**config.mk**
```make
export PLATFORM = sky130hd
export DESIGN_NAME = uart_send
export DESIGN_NICKNAME = d
export VERILOG_FILES = /design/src/rtl/uart_send.sv
export SDC_FILE = /design/constraint.sdc
export NUM_CORES = 1
export LEC_CHECK = 0
export ABC_AREA = 1
export CAP_MARGIN = 40
export CORE_ASPECT_RATIO = 1.2
export CORE_UTILIZATION = 38
export DETAILED_ROUTE_END_ITERATION = 10
export DONT_BUFFER_PORTS = 1
export PLACE_DENSITY_LB_ADDON = 0.05
export SLEW_MARGIN = 20
export SYNTH_ARGS = -nofsm -noshare
export SYNTH_HDL_FRONTEND = slang
export SYNTH_SLANG_ARGS = --single-unit
```
**constraint.sdc**
```tcl
create_clock -name clk -period 2.3 [get_ports clk]
set_input_delay 0 -clock clk [delete_from_list [all_inputs] [get_ports clk]]
set_output_delay 0 -clock clk [all_outputs]
set_load 0.01 [all_outputs]
```
**src/rtl/uart_send.sv**
```systemverilog
// uart_send: UART transmitter for the echo path. Each falling edge of rx_int latches one byte into a
// holding register, and the byte is sent as an 8N1 frame, LSB first. Define UART_TX_PARITY_EN to add an even-parity bit.
module uart_send #(
    parameter int BPS_CNT = 5208,
    parameter int BPS_W   = 16
) (
    input  logic       clk,
    input  logic       rst_n,
    input  logic [7:0] data_in,
    input  logic       rx_int,
    output logic       data_out,
    output logic       bps_start,
    output logic       tx_done,
    output logic       tx_overrun
);

`ifdef UART_TX_PARITY_EN
    typedef enum logic [2:0] {IDLE, START, DATA, PARITY, STOP} state_t;
`else
    typedef enum logic [1:0] {IDLE, START, DATA, STOP} state_t;
`endif

    localparam logic [BPS_W-1:0] BPS_LAST = BPS_W'(BPS_CNT - 1);

    state_t           state;
    state_t           state_nx;
    logic             rx_int_d;
    logic             trig;
    logic             load;
    logic             bit_end;
    logic             line_nx;
    logic [7:0]       hold;
    logic             hold_valid;
    logic [7:0]       shift;
    logic [BPS_W-1:0] baud_cnt;
    logic [2:0]       bit_cnt;
`ifdef UART_TX_PARITY_EN
    logic             parity;
`endif

    assign trig      = rx_int_d & ~rx_int;
    assign load      = (state == IDLE) && hold_valid;
    assign bit_end   = (baud_cnt == BPS_LAST);
    assign bps_start = (state != IDLE);

    always_ff @(posedge clk or negedge rst_n) begin
        if (!rst_n) rx_int_d <= 1'b0;
        else        rx_int_d <= rx_int;
    end

    // A trigger that coincides with the FSM draining hold is accepted, not dropped.
    always_ff @(posedge clk or negedge rst_n) begin
        if (!rst_n) begin
            hold       <= 8'h00;
            hold_valid <= 1'b0;
            tx_overrun <= 1'b0;
        end else begin
            tx_overrun <= trig && hold_valid && !load;
            if (trig && (!hold_valid || load)) begin
                hold       <= data_in;
                hold_valid <= 1'b1;
            end else if (load) begin
                hold_valid <= 1'b0;
            end
        end
    end

    always_ff @(posedge clk or negedge rst_n) begin
        if (!rst_n) state <= IDLE;
        else        state <= state_nx;
    end

    always_ff @(posedge clk or negedge rst_n) begin
        if (!rst_n) begin
            baud_cnt <= '0;
            bit_cnt  <= 3'd0;
            shift    <= 8'h00;
            data_out <= 1'b1;
`ifdef UART_TX_PARITY_EN
            parity   <= 1'b0;
`endif
        end else begin
            data_out <= line_nx;
            if (state == IDLE || bit_end) baud_cnt <= '0;
            else                          baud_cnt <= baud_cnt + 1'b1;
            if (load) begin
                shift   <= hold;
                bit_cnt <= 3'd0;
`ifdef UART_TX_PARITY_EN
                parity  <= ^hold;
`endif
            end else if (state == DATA && bit_end) begin
                shift   <= {1'b0, shift[7:1]};
                bit_cnt <= bit_cnt + 3'd1;
            end
        end
    end

    // data_out is registered from the current state, so the line trails the state by one cycle.
    always_comb begin
        state_nx = state;
        line_nx  = 1'b1;
        tx_done  = 1'b0;
        case (state)
            IDLE: begin
                if (hold_valid) state_nx = START;
            end
            START: begin
                line_nx = 1'b0;
                if (bit_end) state_nx = DATA;
            end
            DATA: begin
                line_nx = shift[0];
                if (bit_end && bit_cnt == 3'd7) begin
`ifdef UART_TX_PARITY_EN
                    state_nx = PARITY;
`else
                    state_nx = STOP;
`endif
                end
            end
`ifdef UART_TX_PARITY_EN
            PARITY: begin
                line_nx = parity;
                if (bit_end) state_nx = STOP;
            end
`endif
            STOP: begin
                if (bit_end) begin
                    tx_done  = 1'b1;
                    state_nx = IDLE;
                end
            end
            default: state_nx = IDLE;
        endcase
    end

endmodule

```
After elaboration in Yosys (flattened, before gate mapping)

Index checks and enable logic that the tools add are counted.

Reductions and logical operators: 15
Muxes and demuxes: 15
Div/mod/pow operators: 0
Add/sub/neg operators: 2
Shift operators: 0
Equal/unequal tests: 9
Multiply operators: 0
Magnitude comparators: 0
Bitwise gates (word level): 2

Operators by type and width:

| cell                                            | number |
|---|---|
| adder 16 x 1 -> 16 bit, second input constant   | 1 |
| == test 16 x 13 -> 1 bit, second input constant | 1 |
| 2-to-1 mux 16 bit                               | 1 |
| 2-to-1 mux 8 bit                                | 2 |
| 2-to-1 mux 2 bit                                | 4 |
| case mux 2 bit (4 select lines)                 | 1 |
| logical AND 1 bit                               | 6 |
| 2-to-1 mux 3 bit                                | 2 |
| != test 2 bit, second input constant            | 3 |
| nonzero test 2 bit                              | 3 |
| == test 2 bit, second input constant            | 2 |
| 2-to-1 mux 1 bit                                | 4 |
| AND reduction 4 bit                             | 1 |
| adder 3 x 1 -> 3 bit, second input constant     | 1 |
| == test 3 bit, second input constant            | 1 |
| == test 2 x 1 -> 1 bit, second input constant   | 1 |
| zero test 1 bit                                 | 2 |
| zero test 2 bit                                 | 1 |
| logical OR 1 bit                                | 2 |
| != test 2 x 1 -> 1 bit, second input constant   | 1 |
| case mux 1 bit (2 select lines)                 | 1 |
| bitwise AND 1 bit                               | 1 |
| inverter 1 bit                                  | 1 |

Bits in latches: 0
Register bits: 41
Memory bits (read-only): 0
Word-level logic and storage cells: 52
Input port bits: 11
RAM bits: 0
Memories: 0

Depth between registers and ports, before layout

Word-level depth: 5
Mapped depth: 10
Mapped depth without buffers: 10

Least setup slack after synthesis

No wires, ideal clock.

Path type: reg-to-reg
Start point: register state[0]
End point: register hold[0]
Library setup time: 0.125 ns
Setup slack: 0.720 ns
Stages on the path, launching flop included: 7
Clock period less this slack: 1.580 ns
Data required time: 2.175 ns
Arrival: 1.456 ns
Path through: dfrtp_1 inv_1 ha_1 inv_1 nand2_1 nand2_2 mux2_2

Cells in the longest elaborated chain, start to end: 4

RTL lines:

| item                   | line | source |
|---|---|---|
| start, declared        | 25   | `state_t state;` |
| start signal, assigned | 70   | `else state <= state_nx;` |
| zero test 2 bit        | 42   | `assign load = (state == IDLE) && hold_valid;` |
| logical AND 1 bit      | 42   |  |
| logical OR 1 bit       | 59   | `if (trig && (!hold_valid \|\| load)) begin` |
| logical AND 1 bit      | 59   |  |
| end signal, assigned   | 60   | `hold <= data_in;` |
| end, declared          | 32   | `logic [7:0] hold;` |

Every way passes these cells.
A chain may end at the register's enable or synchronous reset.

Final worst setup path

Same ends and word-level chain as after synthesis.

==> results.yml <==
clock_tree:
  path_clk_slew_ps: 80
  tritoncts: "built"
  cts_made_buffers: 5
  h-tree-depth: 2
  cts_root_buf: "clkbuf_8"
  clockBufferDepth: 2
  cts_setup_buffers: 0
  worstSkewPairLatency_ps: 300
  cts_sinks: 41
sta:
  finalHoldViolCount: 0
  min_period_over_period: 0.769
  min_period_ps: 1770
  setup_viol: 0
  slew_headroom: 0.526
  worst_slew_pin_slew_ps: 700
  slew_viol_final: 0
  tns_ps: 0
  rsz0062_at_grt: "false"
  final.setup_skew_ps: 7.12
  fmax_mhz: 565
yosys:
  yosys.cell_count.top_type: "nand2_1"
  synth-seq-cells: 41
  synth_cell_types: 32
  synth_flop_cell: "dfrtp_1"
  synth_area_leaders: "dfrtp_1 (48%), nand2_1 (11%), nor2_1 (4.9%)"
  yosys_warnings: 0
  synth_edf_count: 0
  async_reset_ff_frac: 1.00
  synth_top_area_cell: "dfrtp_1"
  synthCells: 234
  syn-num-nets: 253
  ys_top_cells_by_count: "nand2_1 (58), dfrtp_1 (40), nor2_1 (27), inv_1 (21), nand3_1 (11)"
  ys_seq_area_frac: 0.498
  synth_area_sq_um: 2060
  synth_area_per_cell_sq_um: 8.82
  synth_top_area_share: 0.485
global_route:
  grt_pass1_vias: 1515
  grt_first_pass_wirelength_mm: 7.20
  grt_max_degree: 42
  grt_use_total: 0.166
  antenna_found_initial: 0
  gr-total-overflow: 0
placed_design:
  dp.cells: 292
  dp_hpwl_mm: 2.97
  portBuffers: 0
  gp_congestion: 0.762
  placed_area_sq_um: 2100
routing:
  detail-route-antenna-nets: 0
  drtIter0Drc: 39
  routed_wirelength_mm: 4.19
  drc: 0
  vias_per_cell: 4.73
  vias: 1472
  post_drt_wl_per_cell_um: 13.5
  dr.pass1.iters: 4
hold_path:
  holdPathEnd: "hold_valid"
  hp-class: "input pin to register"
  hold_depth: 3
  hold_start: "rx_int"
outcome:
  outcome: "finished clean"
flow_run:
  drv_cap: 0
worst_setup_path:
  crit_path_start_kind: "register"
  worst-path-max-fanout: 10
  crit_type: "register to register"
  cp-end-kind: "register"
  timing.rr.start: "state[0]"
  worst-endpoint-required_ps: 2480
  arrival_ps: 1950
  rr_worst_depth: 6
  rr_endpoint: "hold[0]"
  cp-startpoint: "state[0]"
  r2r_slack_ps: 530
floorplanning:
  ios: 15
  start_util: 0.392
  die_x_um: 69.3
  placementRows: 29
  core-area_sq_um: 5260
  die_h_um: 82.7
  die_area_sq_um: 5730
final_layout:
  final_cells: 311
  multi_input_area_sq_um: 905
  design_area_sq_um: 2330
  num-fill-cells: 531
  regArea_sq_um: 1030
  syn_to_final_growth_pct: 13.1
  utilization: 0.444
  drive_above_1_share: 0.133
  antenna_cells: 0
  nNetsFinal: 267
pwr:
  power_mw: 1.51
  ir_drop_mv: 0.352
  leakage_nw: 1.11
  p_per_area_nw_per_um2: 646
==> what timing repair did <==
| item | in CTS | in global routing |
|---|---|---|
| resized for setup | 0 | 0 |
| hold buffers | 11 | 0 |
| endpoints found under the hold margin | 51 | 0 |
==> sequential cells by signal, summed over array words and instances, names as in the netlist <==
name	flops
hold_valid	1
state	2
shift	8
data_out	1
tx_overrun	1
baud_cnt	16
hold	8
rx_int_d	1
bit_cnt	3
==> where the power goes <==
group          leakage, nW  internal (mW)  switching, mW
clock               0.0554          0.326          0.264
combinational        0.531         0.0603         0.0408
sequential           0.523          0.786         0.0307
total                 1.11           1.17          0.336
==> cell type report <==
class	count	area share
Multi-Input combinational cell	164	0.387
Clock buffer	6	0.0311
Inverter	25	0.0402
Timing Repair Buffer	11	0.0514
Tap cell	62	0.0332
Clock inverter	2	0.0166
Sequential cell	41	0.440
==> placed cells by master (no fill, tap or decap), drive strengths merged <==
master,count
ha,8
dfstp,1
clkbuf,6
nor3,8
xnor2,1
nor2,32
o21ai,10
nor4b,1
bufinv,1
buf,1
nand3,12
or2,2
dfrtp,40
inv,24
and3,1
clkinv,2
nand4,3
nand2,63
o22ai,1
a211oi,1
mux2,7
a31oi,1
a21oi,5
dlygate4sd3,10
xor2,8
==> worst max-delay path by stage <==
stage	slack, ps	to
final	530	hold[0]
after floorplan	720	hold[0]
after global placement	540	hold[6]
after CTS	510	hold[0]
after detailed placement	530	hold[4]
after global routing	360	hold[0]
==> per-stage QoR <==
step	hold WS [ps]	worst slack, ps
finish	37.4	531
global route	78.5	358
CTS	31.6	510
detailed placement	-295	526
global placement	-295	539
floorplan	-296	720
==> worst max-delay path, cell delays in order (launching register included) <==
cell	delay [ps]
dfrtp_1	400
inv_1	90
ha_1	210
inv_1	210
nand2_1	150
nand2_2	230
mux2_2	360
==> logic make-up (layout without fill, tap and decap cells) <==
| kind of cell | Yosys count | count (layout) | synth area share |
|---|---|---|---|
| and+or+nand+nor | 122 | 122 | 0.265 |
| xor gates and xnor gates | 9 | 9 | 0.0382 |
| AOI/OAI and AO/OA | 18 | 18 | 0.0479 |
| muxes | 7 | 7 | 0.0382 |
| buffers and inverters | 29 | 44 | 0.0642 |
| adders and majority gates | 8 | 8 | 0.0485 |
| DFF | 41 | 41 | 0.498 |
==> layer usage <==
metal	GRT usage	routed length, um
met4	0.0612	70
met2	0.318	2270
met5	0	0
met3	0.0364	87
met1	0.179	1760
Note: power is estimated with default switching activity, not from simulation.
